===== src/rtl/e1_led_ctrl.sv =====
// e1_led_ctrl: decodes per-LED modes (off/on/slow/fast blink) and serialises them onto an external shift/latch chain.
// Latency: led_state is sampled at LOAD; the chain latches it 1+2*DIV*N_LED cycles later; one frame = 1+2*DIV*N_LED+DIV+GAP cycles.
// Backpressure: none; free-running while led_run=1; a stop always finishes the frame, then sends one blank frame.
// Optional feature macro: E1_LED_INVERT_EN (adds INV_MASK for active-low LEDs; blank frame sends INV_MASK).
// Ports: clk, rst_n (async active-low); led_state[2*N_LED-1:0] mode per LED (LED k at [2k+1:2k]);
//        led_run enable; led_active high whenever not IDLE; led_sclk/led_sdata/led_latch drive the chain (MSB = LED N_LED-1 first).
module e1_led_ctrl #(
  parameter int N_LED    = 4,
  parameter int DIV      = 16,
  parameter int GAP      = 256,
  parameter int FAST_BIT = 3,
  parameter int SLOW_BIT = 5
`ifdef E1_LED_INVERT_EN
  ,
  parameter logic [N_LED-1:0] INV_MASK = '0
`endif
) (
  input  logic               clk,
  input  logic               rst_n,
  input  logic [2*N_LED-1:0] led_state,
  input  logic               led_run,
  output logic               led_active,
  output logic               led_sclk,
  output logic               led_sdata,
  output logic               led_latch
);

  localparam int PW = 8;
  localparam int GW = 16;
  localparam int BW = (N_LED > 1) ? $clog2(N_LED) : 1;

  typedef enum logic [2:0] {
    ST_IDLE,
    ST_LOAD,
    ST_SHIFT_LO,
    ST_SHIFT_HI,
    ST_LATCH,
    ST_GAP
  } state_t;

  state_t           state_q;
  state_t           state_nxt;
  logic [PW-1:0]    presc_q;
  logic             presc_wrap;
  logic [GW-1:0]    gap_q;
  logic             gap_done;
  logic [BW-1:0]    bit_q;
  logic [N_LED-1:0] sreg_q;
  logic [N_LED-1:0] sreg_sh;
  logic [N_LED-1:0] dec_bits;
  logic [N_LED-1:0] snap_val;
  logic [N_LED-1:0] blank_val;
  logic [N_LED-1:0] load_val;
  logic [7:0]       fc_q;
  logic             run_q;
  logic             run_fall;
  logic             blank_owed_q;
  logic             blank_pend;
  logic             load_blank_q;

  assign presc_wrap = (presc_q == PW'(DIV - 1));
  assign gap_done   = (gap_q == GW'(GAP - 1));
  assign sreg_sh    = sreg_q << 1;

  // A falling led_run in the same cycle GAP ends must still earn its blank
  // frame, so the fresh edge is folded into the pending flag combinationally.
  assign run_fall   = run_q & ~led_run;
  assign blank_pend = blank_owed_q | (run_fall & (state_q != ST_IDLE));

  // Mode decode against the frame counter phases.
  always_comb begin
    dec_bits = '0;
    for (int k = 0; k < N_LED; k++) begin
      case (led_state[2*k +: 2])
        2'b00:   dec_bits[k] = 1'b0;
        2'b01:   dec_bits[k] = 1'b1;
        2'b10:   dec_bits[k] = fc_q[SLOW_BIT];
        default: dec_bits[k] = fc_q[FAST_BIT];
      endcase
    end
  end

`ifdef E1_LED_INVERT_EN
  assign snap_val  = dec_bits ^ INV_MASK;
  assign blank_val = INV_MASK;
`else
  assign snap_val  = dec_bits;
  assign blank_val = '0;
`endif

  assign load_val = load_blank_q ? blank_val : snap_val;

  // FSM state register.
  always_ff @(posedge clk or negedge rst_n) begin
    if (!rst_n) state_q <= ST_IDLE;
    else        state_q <= state_nxt;
  end

  // FSM next-state logic.
  always_comb begin
    state_nxt = state_q;
    case (state_q)
      ST_IDLE:     if (led_run) state_nxt = ST_LOAD;
      ST_LOAD:     state_nxt = ST_SHIFT_LO;
      ST_SHIFT_LO: if (presc_wrap) state_nxt = ST_SHIFT_HI;
      ST_SHIFT_HI: if (presc_wrap) state_nxt = (bit_q == '0) ? ST_LATCH : ST_SHIFT_LO;
      ST_LATCH:    if (presc_wrap) state_nxt = ST_GAP;
      ST_GAP:      if (gap_done) state_nxt = (led_run || blank_pend) ? ST_LOAD : ST_IDLE;
      default:     state_nxt = ST_IDLE;
    endcase
  end

  // Datapath and registered outputs. Strobes are decoded from the next state
  // so each output is aligned exactly with the state it belongs to.
  always_ff @(posedge clk or negedge rst_n) begin
    if (!rst_n) begin
      led_sclk     <= 1'b0;
      led_sdata    <= 1'b0;
      led_latch    <= 1'b0;
      led_active   <= 1'b0;
      presc_q      <= '0;
      gap_q        <= '0;
      bit_q        <= '0;
      sreg_q       <= '0;
      fc_q         <= '0;
      run_q        <= 1'b0;
      blank_owed_q <= 1'b0;
      load_blank_q <= 1'b0;
    end else begin
      run_q      <= led_run;
      led_sclk   <= (state_nxt == ST_SHIFT_HI);
      led_latch  <= (state_nxt == ST_LATCH);
      led_active <= (state_nxt != ST_IDLE);

      // Prescaler runs only in the DIV-timed states and restarts at each exit.
      if (state_q inside {ST_SHIFT_LO, ST_SHIFT_HI, ST_LATCH})
        presc_q <= presc_wrap ? '0 : presc_q + 1'b1;
      else
        presc_q <= '0;

      if (state_q == ST_GAP && !gap_done) gap_q <= gap_q + 1'b1;
      else                                gap_q <= '0;

      case (state_q)
        ST_IDLE: load_blank_q <= 1'b0;
        ST_LOAD: begin
          sreg_q    <= load_val;
          bit_q     <= BW'(N_LED - 1);
          led_sdata <= load_val[N_LED-1];
        end
        ST_SHIFT_HI: begin
          if (presc_wrap) begin
            sreg_q <= sreg_sh;
            if (bit_q == '0) begin
              led_sdata <= 1'b0;
            end else begin
              led_sdata <= sreg_sh[N_LED-1];
              bit_q     <= bit_q - 1'b1;
            end
          end
        end
        ST_LATCH: if (presc_wrap) fc_q <= fc_q + 8'd1;
        ST_GAP:   if (gap_done) load_blank_q <= !led_run && blank_pend;
        default: ;
      endcase

      // Blank-frame bookkeeping: a running enable cancels it, the GAP exit
      // consumes it, a stop while busy arms it.
      if (led_run)
        blank_owed_q <= 1'b0;
      else if (state_q == ST_GAP && gap_done)
        blank_owed_q <= 1'b0;
      else if (run_fall && state_q != ST_IDLE)
        blank_owed_q <= 1'b1;
    end
  end

endmodule


===== config.mk =====
export PLATFORM = sky130hd
export DESIGN_NAME = e1_led_ctrl
export DESIGN_NICKNAME = d
export VERILOG_FILES = /design/src/rtl/e1_led_ctrl.sv
export SDC_FILE = /design/constraint.sdc
export NUM_CORES = 1
export LEC_CHECK = 0
export BUFFER_PORTS_ARGS = -buffer_cell sky130_fd_sc_hd__buf_2
export CAP_MARGIN = 20
export CORE_UTILIZATION = 53
export DETAILED_ROUTE_END_ITERATION = 12
export PLACE_DENSITY_LB_ADDON = 0.15
export SKIP_CTS_REPAIR_TIMING = 1
export SLEW_MARGIN = 20
export SYNTH_ARGS = -nofsm -noshare
export SYNTH_HDL_FRONTEND = slang
export SYNTH_SLANG_ARGS = --single-unit

===== constraint.sdc =====
create_clock -name clk -period 1.9 [get_ports clk]
set_input_delay 0.095 -clock clk [delete_from_list [all_inputs] [get_ports clk]]
set_output_delay 0.095 -clock clk [all_outputs]
set_load 0.03 [all_outputs]

==> flow_summary_export.csv, run 1 <==
group,metric,value,unit
sta,hold_viol,0,
global_routing,grt_pass1_vias,1543,
sta,rsz0062_at_grt,"true",
placement,placed_cells,278,
setup_path,path_class,"reg2reg",
route,drt-pass1-iter-count,4,
run_status,status,"completed",
cells_and_area,layout-drive-gt1-share,19.09,%
route,avgViaCountPerCell,5.699,
placement,gp_congestion,0.8849,
power_and_ir_drop,total_power,0.001753,W
route,drt-wirelength-per-cell,13.90,um
floorplanning,fp.dieH,66.11,um
clock_tree,clk_latency,0.30,ns
floorplanning,dieArea,0.004371,mm2
logic_synthesis,post-synth-top-count-cell,"dfrtp_1",
power_and_ir_drop,peakVddDrop,502.4,uV
placement,hpwl,2878,um
power_and_ir_drop,p_leak,1.164,nW
route,wirelength,4017,um
floorplanning,die_width,66.11,um
cells_and_area,diodes,0,
setup_path,required,2.09,ns
floorplanning,ioPinCount,15,
logic_synthesis,synth_top_cell_area_share,51.69,%
logic_synthesis,syn_area,0.002178,mm2
clock_tree,cts_tree,"built",
sta,drv_slew,0,
logic_synthesis,yosysUniqueCellTypes,43,
logic_synthesis,synthesis.nets,226,
logic_synthesis,ys_ff_latch,45,
logic_synthesis,seq_area_frac_synth,51.69,%
logic_synthesis,synth-async-reset-ratio,100.0,%
setup_path,worstSetupEndpointType,"flip-flop",
logic_synthesis,synth_warnings,0,
cells_and_area,area_delta_synth_final,16.08,%
setup_path,arrival,2.06,ns
sta,fin_worst_skew,0.006509,ns
cells_and_area,nNetsFinal,255,
global_routing,grt_usage,21.73,%
logic_synthesis,synth_common_cells,"45 x dfrtp_1, 30 x nor2_1, 14 x xor2_1, 13 x nand3_1, 12 x nand2_1",
clock_tree,root_buffer,"clkbuf_8",
route,drc,0,
sta,timing.final.crit_share,98.44,%
cells_and_area,postLayoutCellArea,0.002529,mm2
power_and_ir_drop,powerDensity,693.4,mW/mm2
clock_tree,clk_pin_slew,0.08,ns
logic_synthesis,yosysTopAreaCell,"dfrtp_1",
global_routing,grt_first_pass_wirelength,6955,um
clock_tree,clkSinkCount,45,
route,via_count,1647,
sta,slew_headroom,63.60,%
logic_synthesis,avgSynthCellArea,10.32,um2
setup_path,cp-start-kind,"flip-flop",
job,cap_violations,0,
floorplanning,start_util,57.35,%
sta,worst_pin_slew,0.5460,ns
cells_and_area,final_cells,289,
placement,port_buffers,14,
global_routing,grt_overflow,0,
logic_synthesis,syn_inst,211,
setup_path,crit_fanout,5,
logic_synthesis,synth_edf_count,0,
placement,placed_area,0.002360,mm2
sta,fmax,534.7,MHz
route,ant_nets,0,
clock_tree,cts_max_level,2,
route,drt-initial-drc-count,138,
global_routing,grt_max_degree,46,
floorplanning,core-area,0.003799,mm2
clock_tree,clock_path_buffers,2,
worst_hold_path,hp-class,"in2reg",
global_routing,antenna_found_initial,0,
clock_tree,cts_buffers,5,
sta,setup_viol,0,
logic_synthesis,synth_area_leaders,"dfrtp_1 52%, xor2_1 5.6%, nor2_1 5.2%",
sta,layout_min_cycle_time,1.870,ns
sta,hold_ws,0.1930,ns
floorplanning,row_count,22,
logic_synthesis,synth-main-ff-cell,"dfrtp_1",
[per-layer routing]
metal / share of wire [%] / wire [um] / vias up / GRT usage, %
met4: 1.5 / 61 / 0 / 8.777
li1: - / - / 796 / -
met3: 4.0 / 161 / 5 / 4.828
met2: 48 / 1916 / 36 / 34.57
met1: 47 / 1877 / 810 / 28.68
met5: 0 / 0 / - / 0
[metrics by stage]
stage               utilization, %  setup slack (ns)  setup TNS [ns]
floorplan                        -         -0.009696        -0.02909
global placement             62.12           0.04583               0
detailed placement           62.12          0.007268               0
CTS                          65.28          0.004489               0
global route                 66.57         -0.002021       -0.002021
finish                       66.57           0.02966               0
[cells by family (layout without fill, tap and decap cells)]
group	Yosys count	after routing	synth area share [%]
AND/OR/NAND/NOR	88	88	20.85
XOR/XNOR	24	24	9.650
buffers and inverters	14	44	2.814
multiplexers	6	6	3.504
adder cells (fa/ha/maj)	4	4	2.298
flip-flops	45	45	51.69
AO/OA/AOI/OAI	30	30	9.191
[power by group]
part           total [W]  switching [W]  internal (W)
logic          0.0000441      0.0000284     0.0000158
clock network   0.000749       0.000321      0.000427
registers       0.000961     0.00000143      0.000959
total            0.00175       0.000351       0.00140
[worst max-delay path: stages (launching register included)]
cell and delay, ns:
dfrtp_1 0.41, or4_4 0.55, or2_4 0.29, a21o_4 0.23
mux2_4 0.29
[layout by cell type (no fill, tap or decap), types with 3 or more instances in the layout]
cell type and n:
inv_1 8, and3_1 6, nand3_1 13, xnor2_1 10, a21oi_1 7, and4_1 4
mux2_4 3, nand2_1 12, buf_2 14, ha_1 4, nor2_1 29, nand4_1 7
clkbuf_8 6, dfrtp_1 45, xor2_1 14, buf_4 11, o21ai_0 8, a31oi_1 3
[cell type report]
class / count / area [um2]
fillers: 317 / 1270
flip-flops and latches: 45 / 1126
multi-input cells: 152 / 1008
repair buffers: 28 / 183.9
clock buffers: 6 / 82.58
well taps: 48 / 60.06
clock inverters: 2 / 37.54
inverters: 8 / 30.03
[registers in the layout, summed over array words and instances, names as in the netlist]
name / count
bit_q: 2
load_blank_q: 1
led_sclk: 1
blank_owed_q: 1
led_latch: 1
fc_q: 6
run_q: 1
gap_q: 16
state_q: 3
led_active: 1
led_sdata: 1
sreg_q: 3
presc_q: 8
[path summary, 6_finish.rpt]
path                              start    endpoint  slack [ns]  depth (start not counted)
max                          presc_q[7]   led_sdata        0.03                          4
min                        led_state[0]   sreg_q[0]        0.19                          4
max reg2reg                  presc_q[7]   led_sdata        0.03                          4
min reg2reg                  presc_q[0]  presc_q[0]        0.47                          1
max in group asynchronous         rst_n    gap_q[2]        1.13                          3
min in group asynchronous         rst_n   led_latch        0.39                          3
(Power assumes the default switching activity.)
==> run 2, diff against run 1 <==
--- a/config.mk
+++ b/config.mk
@@ -9,6 +9,8 @@
 export CAP_MARGIN = 20
 export CORE_UTILIZATION = 53
 export DETAILED_ROUTE_END_ITERATION = 12
+export GPL_TIMING_DRIVEN = 0
+export MAX_ROUTING_LAYER = met4
 export PLACE_DENSITY_LB_ADDON = 0.15
 export SKIP_CTS_REPAIR_TIMING = 1
 export SLEW_MARGIN = 20
==> constraint.sdc (replaced) <==
create_clock -name clk -period 1.9 [get_ports clk]
set_input_delay 0.095 -clock clk [delete_from_list [all_inputs] [get_ports clk]]
set_output_delay 0.095 -clock clk [all_outputs]
set_load 0.1 [all_outputs]
==> run 2 against run 1 <==
Against the previous run: the run now ends with hold timing, setup timing left; first-iteration DRC count fell by 6.5%; routed wire length increased by 0.97%; global-route usage up 0.62 points; combinational power down 4.8%; fmax is 6.5% lower; non-clock buffer count fell by 4; hold slack got worse by 0.25 ns; register-to-register slack got worse by 0.13 ns; sequential share of layout area up 1.3 points; largest cell class unchanged.
==> flow_summary_export.csv, run 2 (synthesized netlist as in run 1, its figures left out) <==
group,metric,value,unit
clock_tree,clkSinkCount,45,
cells_and_area,layout-drive-gt1-share,19.41,%
cells_and_area,final_cells,285,
job,cap_violations,0,
floorplanning,dieArea,0.004371,mm2
setup_path,crit_slowest_cell,"or4_4",
setup_path,required,2.08,ns
clock_tree,clk_latency,0.30,ns
global_routing,antenna_found_initial,0,
global_routing,grt_first_pass_wirelength,7107,um
power_and_ir_drop,total_power,0.001559,W
cells_and_area,final_common_cell,"dfrtp_1",
global_routing,grt_pass1_vias,1554,
route,wirelength,4056,um
cells_and_area,mostFrequentLayoutCells,"43 x dfrtp_1, 30 x nor2_1, 16 x buf_2, 14 x xor2_1, 12 x nand3_1",
floorplanning,start_util,57.35,%
sta,worst_pin_slew,0.9642,ns
floorplanning,fp.dieH,66.11,um
sta,drv_slew,0,
route,via_count,1619,
cells_and_area,top_register,"gap_q",
cells_and_area,postLayoutCellArea,0.002462,mm2
setup_path,slowest_delay,0.57,ns
sta,setup_slack,-0.1007,ns
placement,placed_area,0.002308,mm2
sta,setup_viol,5,
cells_and_area,n_fill_cell,318,
sta,fin_tns_setup,-0.4063,ns
run_status,status,"finished, violations left",
route,avgViaCountPerCell,5.681,
sta,fin_worst_skew,0.009309,ns
setup_path,path_class,"reg2reg",
clock_tree,clk_pin_slew,0.08,ns
placement,hpwl,2903,um
route,wl_met1,1926,um
route,drt-initial-drc-count,129,
power_and_ir_drop,p_leak,1.121,nW
sta,layout_min_cycle_time,2.001,ns
setup_path,worstSetupEndpointType,"flip-flop",
sta,rsz0062_at_grt,"true",
cells_and_area,largest_reg_flops,16,
sta,fmax,499.8,MHz
clock_tree,cts_buffers,5,
global_routing,grt_overflow,0,
global_routing,grt_usage,22.36,%
setup_path,crit_fanout,5,
clock_tree,cts_max_level,2,
route,wl_met3,160,um
clock_tree,clock_path_buffers,2,
power_and_ir_drop,powerDensity,633.1,mW/mm2
floorplanning,die_width,66.11,um
power_and_ir_drop,peakVddDrop,515.4,uV
route,drt-pass1-iter-count,4,
placement,gp_congestion,0.8126,
placement,placed_cells,273,
placement,place_ws,-0.1788,ns
setup_path,arrival,2.18,ns
clock_tree,cts_tree,"built",
route,drt-wirelength-per-cell,14.23,um
cells_and_area,area_delta_synth_final,13.04,%
sta,hold_viol,45,
placement,port_buffers,14,
run_status,violations,"hold timing, setup timing",
cells_and_area,diodes,0,
worst_hold_path,hp-class,"in2async",
global_routing,grt_max_degree,46,
route,wl_met2,1914,um
setup_path,cp-start-kind,"flip-flop",
sta,timing.final.crit_share,105.3,%
route,drc,0,
floorplanning,ioPinCount,15,
floorplanning,core-area,0.003799,mm2
sta,hold_ws,-0.05390,ns
floorplanning,row_count,22,
cells_and_area,nNetsFinal,251,
setup_path,crit_chain,"or4_4 -> or2_1 -> buf_6 -> a21o_4 -> mux2_4",
sta,slew_headroom,35.72,%
route,ant_nets,0,
cells_and_area,reg.largest.list,"gap_q (16), presc_q (8), fc_q (6)",
route,top_layer,"met4",
clock_tree,root_buffer,"clkbuf_8",
## run 2: worst max-delay path: cells and delay by family (launching register included)
kind                   cells  cell delay (ns)
flip-flops                 1             0.44
AO/OA/AOI/OAI              1             0.22
AND/OR/NAND/NOR            2             0.81
multiplexers               1             0.29
buffers and inverters      1             0.13
## run 2: final timing paths
path / slack, ns / cells past startpoint / endpoint / startpoint
worst max-delay path: -0.10 / 5 / sreg_q[2] / presc_q[5]
worst min-delay path: -0.05 / 1 / presc_q[0] / rst_n
worst max register to register: -0.10 / 5 / sreg_q[2] / presc_q[5]
worst min register to register: 0.47 / 1 / presc_q[0] / presc_q[0]
max in group asynchronous: 1.28 / 1 / presc_q[5] / rst_n
min in group clk: 0.17 / 4 / sreg_q[0] / led_state[0]
## run 2: metrics by stage
stage	hold slack, ns	util (%)
after floorplan	-0.2006	-
after global placement	0.2673	60.77
after detailed placement	0.2832	60.77
after CTS	-0.03340	62.94
after global routing	0.02389	64.82
final	-0.05390	64.82
## run 2: final cells by class
class / count / area (um2) / area share [%]
multi-input combinational: 152 / 1021 / 41.46
clock buffer: 6 / 72.57 / 2.947
clock inverter: 2 / 10.01 / 0.4065
inverter: 8 / 30.03 / 1.220
timing repair buffer: 19 / 110.1 / 4.472
sequential: 45 / 1129 / 45.83
buffer: 5 / 30.03 / 1.220
tap: 48 / 60.06 / 2.439
## run 2: report_power, final
part	total, W	switching, W	leakage, nW	internal (W)
clock	0.000556	0.000301	0.0450	0.000255
sequential	0.000961	0.00000142	0.592	0.000959
combinational	0.0000420	0.0000287	0.484	0.0000133
## run 2: metal layers
layer / up-vias / GRT usage (%)
met5: - / -
met4: 0 / 7.181
met3: 6 / 5.172
met2: 31 / 34.18
met1: 795 / 29.55
li1: 787 / -
